### src/rtl/hazard_scoreboard.sv
// Execute-stage hazard unit: M/W forwarding selects, load-use stall and a
// branch-flush FSM that redirects the PC and bubbles D/E for FLUSH_CYCLES cycles.
module hazard_scoreboard #(
    parameter int FLUSH_CYCLES = 2,
    parameter int CNT_W        = 32
) (
    input  logic             clk,
    input  logic             reset,
    input  logic [4:0]       RsD,
    input  logic [4:0]       RtD,
    input  logic [4:0]       RsE,
    input  logic [4:0]       RtE,
    input  logic [4:0]       WriteRegE,
    input  logic             RegWriteE,
    input  logic             MemtoRegE,
    input  logic             BranchTakenE,
    input  logic [31:0]      PCBranchE,
    output logic [1:0]       ForwardAE,
    output logic [1:0]       ForwardBE,
    output logic             StallF,
    output logic             StallD,
    output logic             FlushD,
    output logic             FlushE,
    output logic             PCRedirect,
    output logic [31:0]      PCRedirectTarget,
    output logic [CNT_W-1:0] StallCount,
    output logic [CNT_W-1:0] FlushCount
);

    typedef enum logic {RUN, FLUSH} state_t;

    localparam logic [2:0] FCNT_INIT = 3'(FLUSH_CYCLES - 1);

    state_t     state, state_nxt;
    logic [2:0] fcnt, fcnt_nxt;
    logic [4:0] WriteRegM, WriteRegW;
    logic       RegWriteM, RegWriteW;
    logic       lwstall;
    logic       take;

    // Register 0 is hardwired, so a write to it never produces a forward.
    function automatic logic [1:0] fwd_sel(input logic [4:0] src);
        if (RegWriteM && WriteRegM != 5'd0 && WriteRegM == src)
            return 2'b10;
        else if (RegWriteW && WriteRegW != 5'd0 && WriteRegW == src)
            return 2'b01;
        else
            return 2'b00;
    endfunction

    assign ForwardAE = fwd_sel(RsE);
    assign ForwardBE = fwd_sel(RtE);

    assign lwstall = MemtoRegE && RegWriteE && (WriteRegE != 5'd0) &&
                     ((WriteRegE == RsD) || (WriteRegE == RtD));

    always_comb begin
        state_nxt  = state;
        fcnt_nxt   = fcnt;
        StallF     = 1'b0;
        StallD     = 1'b0;
        FlushD     = 1'b0;
        FlushE     = 1'b0;
        PCRedirect = 1'b0;
        take       = 1'b0;
        unique case (state)
            RUN: begin
                if (BranchTakenE) begin
                    state_nxt = FLUSH;
                    fcnt_nxt  = FCNT_INIT;
                    take      = 1'b1;
                end else if (lwstall) begin
                    StallF = 1'b1;
                    StallD = 1'b1;
                    FlushE = 1'b1;
                end
            end
            FLUSH: begin
                FlushD     = 1'b1;
                FlushE     = 1'b1;
                // fcnt counts down from its load value, so the first cycle is the load value.
                PCRedirect = (fcnt == FCNT_INIT);
                if (fcnt == 3'd0)
                    state_nxt = RUN;
                else
                    fcnt_nxt = fcnt - 3'd1;
            end
            default: state_nxt = RUN;
        endcase
    end

    always_ff @(posedge clk) begin
        if (reset) begin
            state            <= RUN;
            fcnt             <= 3'd0;
            WriteRegM        <= 5'd0;
            WriteRegW        <= 5'd0;
            RegWriteM        <= 1'b0;
            RegWriteW        <= 1'b0;
            PCRedirectTarget <= 32'd0;
            StallCount       <= '0;
            FlushCount       <= '0;
        end else begin
            state     <= state_nxt;
            fcnt      <= fcnt_nxt;
            WriteRegM <= WriteRegE;
            RegWriteM <= RegWriteE && !FlushE;
            WriteRegW <= WriteRegM;
            RegWriteW <= RegWriteM;
            if (take) begin
                PCRedirectTarget <= PCBranchE;
                FlushCount       <= FlushCount + CNT_W'(1);
            end
            if (StallD)
                StallCount <= StallCount + CNT_W'(1);
        end
    end

endmodule

### config.mk
export PLATFORM = sky130hd
export DESIGN_NAME = hazard_scoreboard
export DESIGN_NICKNAME = d
export VERILOG_FILES = /design/src/rtl/hazard_scoreboard.sv
export SDC_FILE = /design/constraint.sdc
export NUM_CORES = 1
export LEC_CHECK = 0
export ABC_AREA = 1
export CORE_MARGIN = 2
export CORE_UTILIZATION = 35
export CTS_CLUSTER_DIAMETER = 200
export DETAILED_ROUTE_END_ITERATION = 8
export PLACE_DENSITY = 0.61
export RECOVER_POWER = 100
export SYNTH_ARGS = -nofsm -noshare
export SYNTH_HDL_FRONTEND = slang
export SYNTH_SLANG_ARGS = --single-unit
### constraint.sdc
create_clock -name clk -period 4.4 [get_ports clk]
set_input_delay 0.66 -clock clk [delete_from_list [all_inputs] [get_ports clk]]
set_output_delay 0.66 -clock clk [all_outputs]
set_load 0.05 [all_outputs]
==> Yosys cells after proc, flatten, opt, wreduce, memory -nomap -nowiden <==
Index checks and enable logic that the tools add are counted.
{ "classes": {"n_addsub": 3, "multipliers": 0, "n_div": 0, "n_lt_le_gt_ge": 0, "n_eq_ne": 9, "n_shift": 0, "muxes": 17, "bitwise": 1, "n_reduce_logical": 17} }
{ "ops": {"columns": ["operator", "n"], "rows": [
  ["$add 32x1->32 const B", 2],
  ["$eq 5x5->1", 6],
  ["$reduce_bool 5->1", 3],
  ["$logic_and 1x1->1", 10],
  ["$mux 1", 10],
  ["$mux 3", 2],
  ["$pmux 3 s2", 1],
  ["$mux 2", 2],
  ["$ne 2x2->1 const B", 2],
  ["$pmux 1 s2", 2],
  ["$eq 3x1->1 const B", 1],
  ["$logic_not 3->1", 1],
  ["$sub 3x1->3 const B", 1],
  ["$reduce_and 2->1", 1],
  ["$logic_not 1->1", 1],
  ["$logic_or 1x1->1", 1],
  ["$not 1->1", 1]
]} }
{ "word_totals": {"reg_bits": 112, "latchBits": 0, "mem_bits_rw": 0, "rom_bits": 0, "in_bits": 62, "word_cells": 56, "memories": 0} }

==> Logic depth before layout (Yosys ltp) <==
{ "logic_depth": {"ltp_word": 8, "depth_mapped": 11, "ltp_nobuf": 11} }

==> Worst setup path after synthesis <==
No wires, ideal clock.
{ "synth_timing": {"path_kind": "input-to-output", "startpoint": "input port RsE[2]", "endpoint": "output port ForwardAE[0]", "arrival_time_ps": 3115, "t_required_ps": 3740, "slack_ps": 625, "path_stages": 3, "path_buffers": 0, "cell_sequence": "xor2_1 > nor4_1 > nor3_1"} }
{ "synth_via": {"elab_chain_cells": 4, "word_cells_on_any_way": 6, "cone_classes": "eq/ne: 2; mux: 2; reduce/logical: 2"} }
{ "synth_lines": {"columns": ["item", "line", "text"], "rows": [
  ["start: declaration", "11", "input logic [4:0] RsE,"],
  ["$eq 5x5->1", "45", "else if (RegWriteW && WriteRegW != 5'd0 && WriteRegW == src)"],
  ["$logic_and 1x1->1", "45", null],
  ["$mux 1", "45", null],
  ["$mux 2 (*)", "43", "if (RegWriteM && WriteRegM != 5'd0 && WriteRegM == src)"],
  ["end: declaration", "18", "output logic [1:0] ForwardAE,"]
]} }
Every way passes the cells marked *; elsewhere a longest branch is shown, timed or not.

==> Worst setup path in the final report <==
{ "layout_timing": {"startpoint": "input port WriteRegE[0]", "endpoint": "output port StallF"} }
{ "layout_via": {"elab_chain_cells": 6, "word_cells_on_any_way": 9, "cone_classes": "eq/ne: 2; mux: 3; reduce/logical: 4"} }
{ "layout_lines": {"columns": ["item", "line", "text"], "rows": [
  ["start: declaration", "13", "input logic [4:0] WriteRegE,"],
  ["$eq 5x5->1 or $reduce_bool 5->1 (tied branches)", "55, 54", null],
  ["$logic_or 1x1->1 or $logic_and 1x1->1 (tied branches)", "55, 54", null],
  ["$logic_and 1x1->1 (*)", "54", "assign lwstall = MemtoRegE && RegWriteE && (WriteRegE != 5'd0) &&"],
  ["$mux 1 (*)", "72", "end else if (lwstall) begin"],
  ["$mux 1 (*)", "68", "if (BranchTakenE) begin"],
  ["$mux 1 (*)", "66", "unique case (state)"],
  ["end: declaration", "20", "output logic StallF,"]
]} }
Marks and branches as above.

==> impl_metrics.toml <==
[run_status]
status = "finished with violations"
violations = "max-capacitance violations, max-slew violations"

[synth]
avgSynthCellArea_um2 = 6.48
netlist_top_cells_area = "dfxtp_1 38%, nand2_1 15%, nor2_1 12%"
synthDominantAreaCellType = "dfxtp_1"
synth_nets = 989
async_flop_share_pct = 0
synth-seq-cells = 112
syn_area_um2 = 5980
synthCells = 922
synthFlopType = "dfxtp_1"
ys_seq_area_share_pct = 37.5
synth_top_area_share_pct = 37.5
synth_edf_count = 0
yosysUniqueCellTypes = 35
yosysWarnings = 0

[timing]
finalCritPeriodShare_pct = 87.1
rsz0062_at_grt = "false"
slew-limit-headroom_pct = -57.3
fin_crit_ns = 3.83
whs_ns = 0.438
skew_ns = 0.00709
worstMarginPinSlew_ns = 2.36
worst_slack_ns = 0.569
fmax_mhz = 261
setup_viol = 0
final-max-slew-violation-count = 114
fin_tns_setup_ns = 0
hold_viol = 0

[final_layout]
nNetsFinal = 1141
syn_to_final_growth_pct = 34.9
antenna_cells = 0
nFillCells = 1755
drive_above_1_share_pct = 3.24
fin_cells = 1299

[route]
drc = 0
routed_via_density = 4.70
firstDrtPassIters = 5
vias = 6110
antenna_left = 0
drt-wirelength-per-cell_um = 13.0
wirelength_um = 16900
drt_iter0_drc = 369

[worst_setup_path]
rr_worst_depth = 10
critPathMaxFanout = 10
worst_ep_arrival_time_ns = 3.17
crit_required_ns = 3.74
crit_start = "WriteRegE[0]"
r2r_start = "state"
crit_path_end_kind = "output port"
path_class = "input pin to output port"
critPathLaunchType = "input pin"

[clocking]
cts_max_level = 3
cts_sinks = 112
worstSkewPairLatency_ns = 0.35
cts_tree = "yes"
ctsResizeCount = 0
cts_buffer_depth = 2
cts_inserted_buffers = 9
clk_pin_slew_worst_paths_ns = 0.07
clockRootBuffer = "clkbuf_16"
cts_hold_buf = 0
post_cts_buffers = 0

[place]
place_worst_setup_slack_ns = 0.757
place_hpwl_um = 12400
io_buffers = 166
globalplace.congestion = 0.873
place_inst = 1283

[floorplan]
initial_core_util_pct = 35.9
core_um2 = 16600
die-area_um2 = 18100
die_h_um = 135
io-pin-count = 167
rows = 47
die_w_um = 135

[global_routing]
grt_overflow = 0
grt_pass1_wl_um = 28100
grt_pass1_vias = 5837
grt_max_degree = 66
track_usage_pct = 18.9
antenna_found_initial = 0

[worst_hold_path]
hold_depth = 2
holdCritPathClass = "flop to flop"
hp-start = "RegWriteM"

[pwr]
cellPowerDensity_nw_per_um2 = 290
peakVddDrop_mv = 0.218
p_leak_nw = 3.28

[run]
drv_cap = 2
[state kept, by name, indices dropped and copies added, names as in the netlist]
register and cells:
WriteRegW 5, PCRedirectTarget 32, WriteRegM 5, StallCount 32, fcnt 3, RegWriteW 1, FlushCount 32, state 1
RegWriteM 1
[metrics by stage]
stage	utilization, %	power [mW]	cell area, um^2
2_1_floorplan	-	1.32	5980
3_3_place_gp	46.8	1.47	7780
3_5_place_dp	46.8	1.47	7780
4_1_cts	48.7	2.39	8110
5_1_grt	48.5	2.44	8060
6_report	48.5	2.34	8060
[synthesized netlist by cell type, drive strengths merged (5+ instances only)]
| master | count |
|---|---|
| xor2 | 16 |
| xnor2 | 18 |
| nand3 | 58 |
| inv | 87 |
| a21oi | 41 |
| dfxtp | 112 |
| nand4 | 17 |
| clkbuf | 16 |
| nand3b | 11 |
| nor2 | 209 |
| o21ai | 47 |
| nand2 | 239 |
| nor3 | 20 |
| ha | 5 |
| nor4 | 6 |
| buf | 13 |
[cells by family after synthesis]
family                     count (synthesis)  synth area share [%]
and+or+nand+nor                          563                  40.4
buffers and inverters                    116                  8.12
DFF                                      112                  37.5
AOI/OAI and AO/OA                         92                  8.00
xor gates and xnor gates                  34                  4.98
adders and majority gates                  5                  1.05
[layout make-up]
class	instances	area, um^2	area share [%]
clock buffers	10	239	2.96
flip-flops and latches	112	2240	27.8
well taps	220	275	3.41
multi-input cells	694	3210	39.8
inverters	87	327	4.05
clock inverters	6	90.1	1.12
repair buffers	170	1680	20.8
[cells in the final DEF, fill, tap and decap left out, types with 3 or more instances in the layout]
cell type / n
nor2_2: 4
nor3_1: 18
nand4_1: 16
nand3_1: 55
inv_1: 83
nand3b_1: 11
a21oi_1: 40
clkbuf_16: 9
dlygate4sd3_1: 105
dfxtp_1: 112
ha_1: 5
xnor2_1: 18
nor4_1: 6
clkbuf_1: 3
xor2_1: 16
nand2_1: 238
clkdlybuf4s50_1: 60
o21ai_0: 47
nor2_1: 205
inv_2: 3
[where the power goes]
part | total, mW | switching [mW] | internal (mW)
combinational | 0.357 | 0.225 | 0.132
sequential | 1.07 | 0.0235 | 1.05
clock | 0.914 | 0.396 | 0.518
total | 2.34 | 0.644 | 1.70
[layer usage]
metal / up-vias / track usage (%) / part of all wire [%] / routed length [um]
met5: - / 0 / 0 / 0
met4: 0 / 5.09 / 1.3 / 220
met3: 17 / 5.63 / 8.5 / 1440
met2: 170 / 30.5 / 44 / 7480
met1: 2700 / 24.7 / 46 / 7760
li1: 3223 / - / - / -
[final timing paths]
check | endpoint | slack, ns
max | StallF | 0.57
min | RegWriteW | 0.44
max reg2reg | FlushCount[18] | 1.07
min reg2reg | RegWriteW | 0.44
[worst max-delay path: stages]
cell             delay, ns
dlygate4sd3_1         0.61
inv_1                 0.07
nand2_1               0.06
nand2_1               0.05
nor2_1                0.12
nand3_1               0.15
nand2_1               0.36
nand3_4               0.10
inv_1                 0.16
clkdlybuf4s50_1       0.82
(Power assumes the default switching activity.)
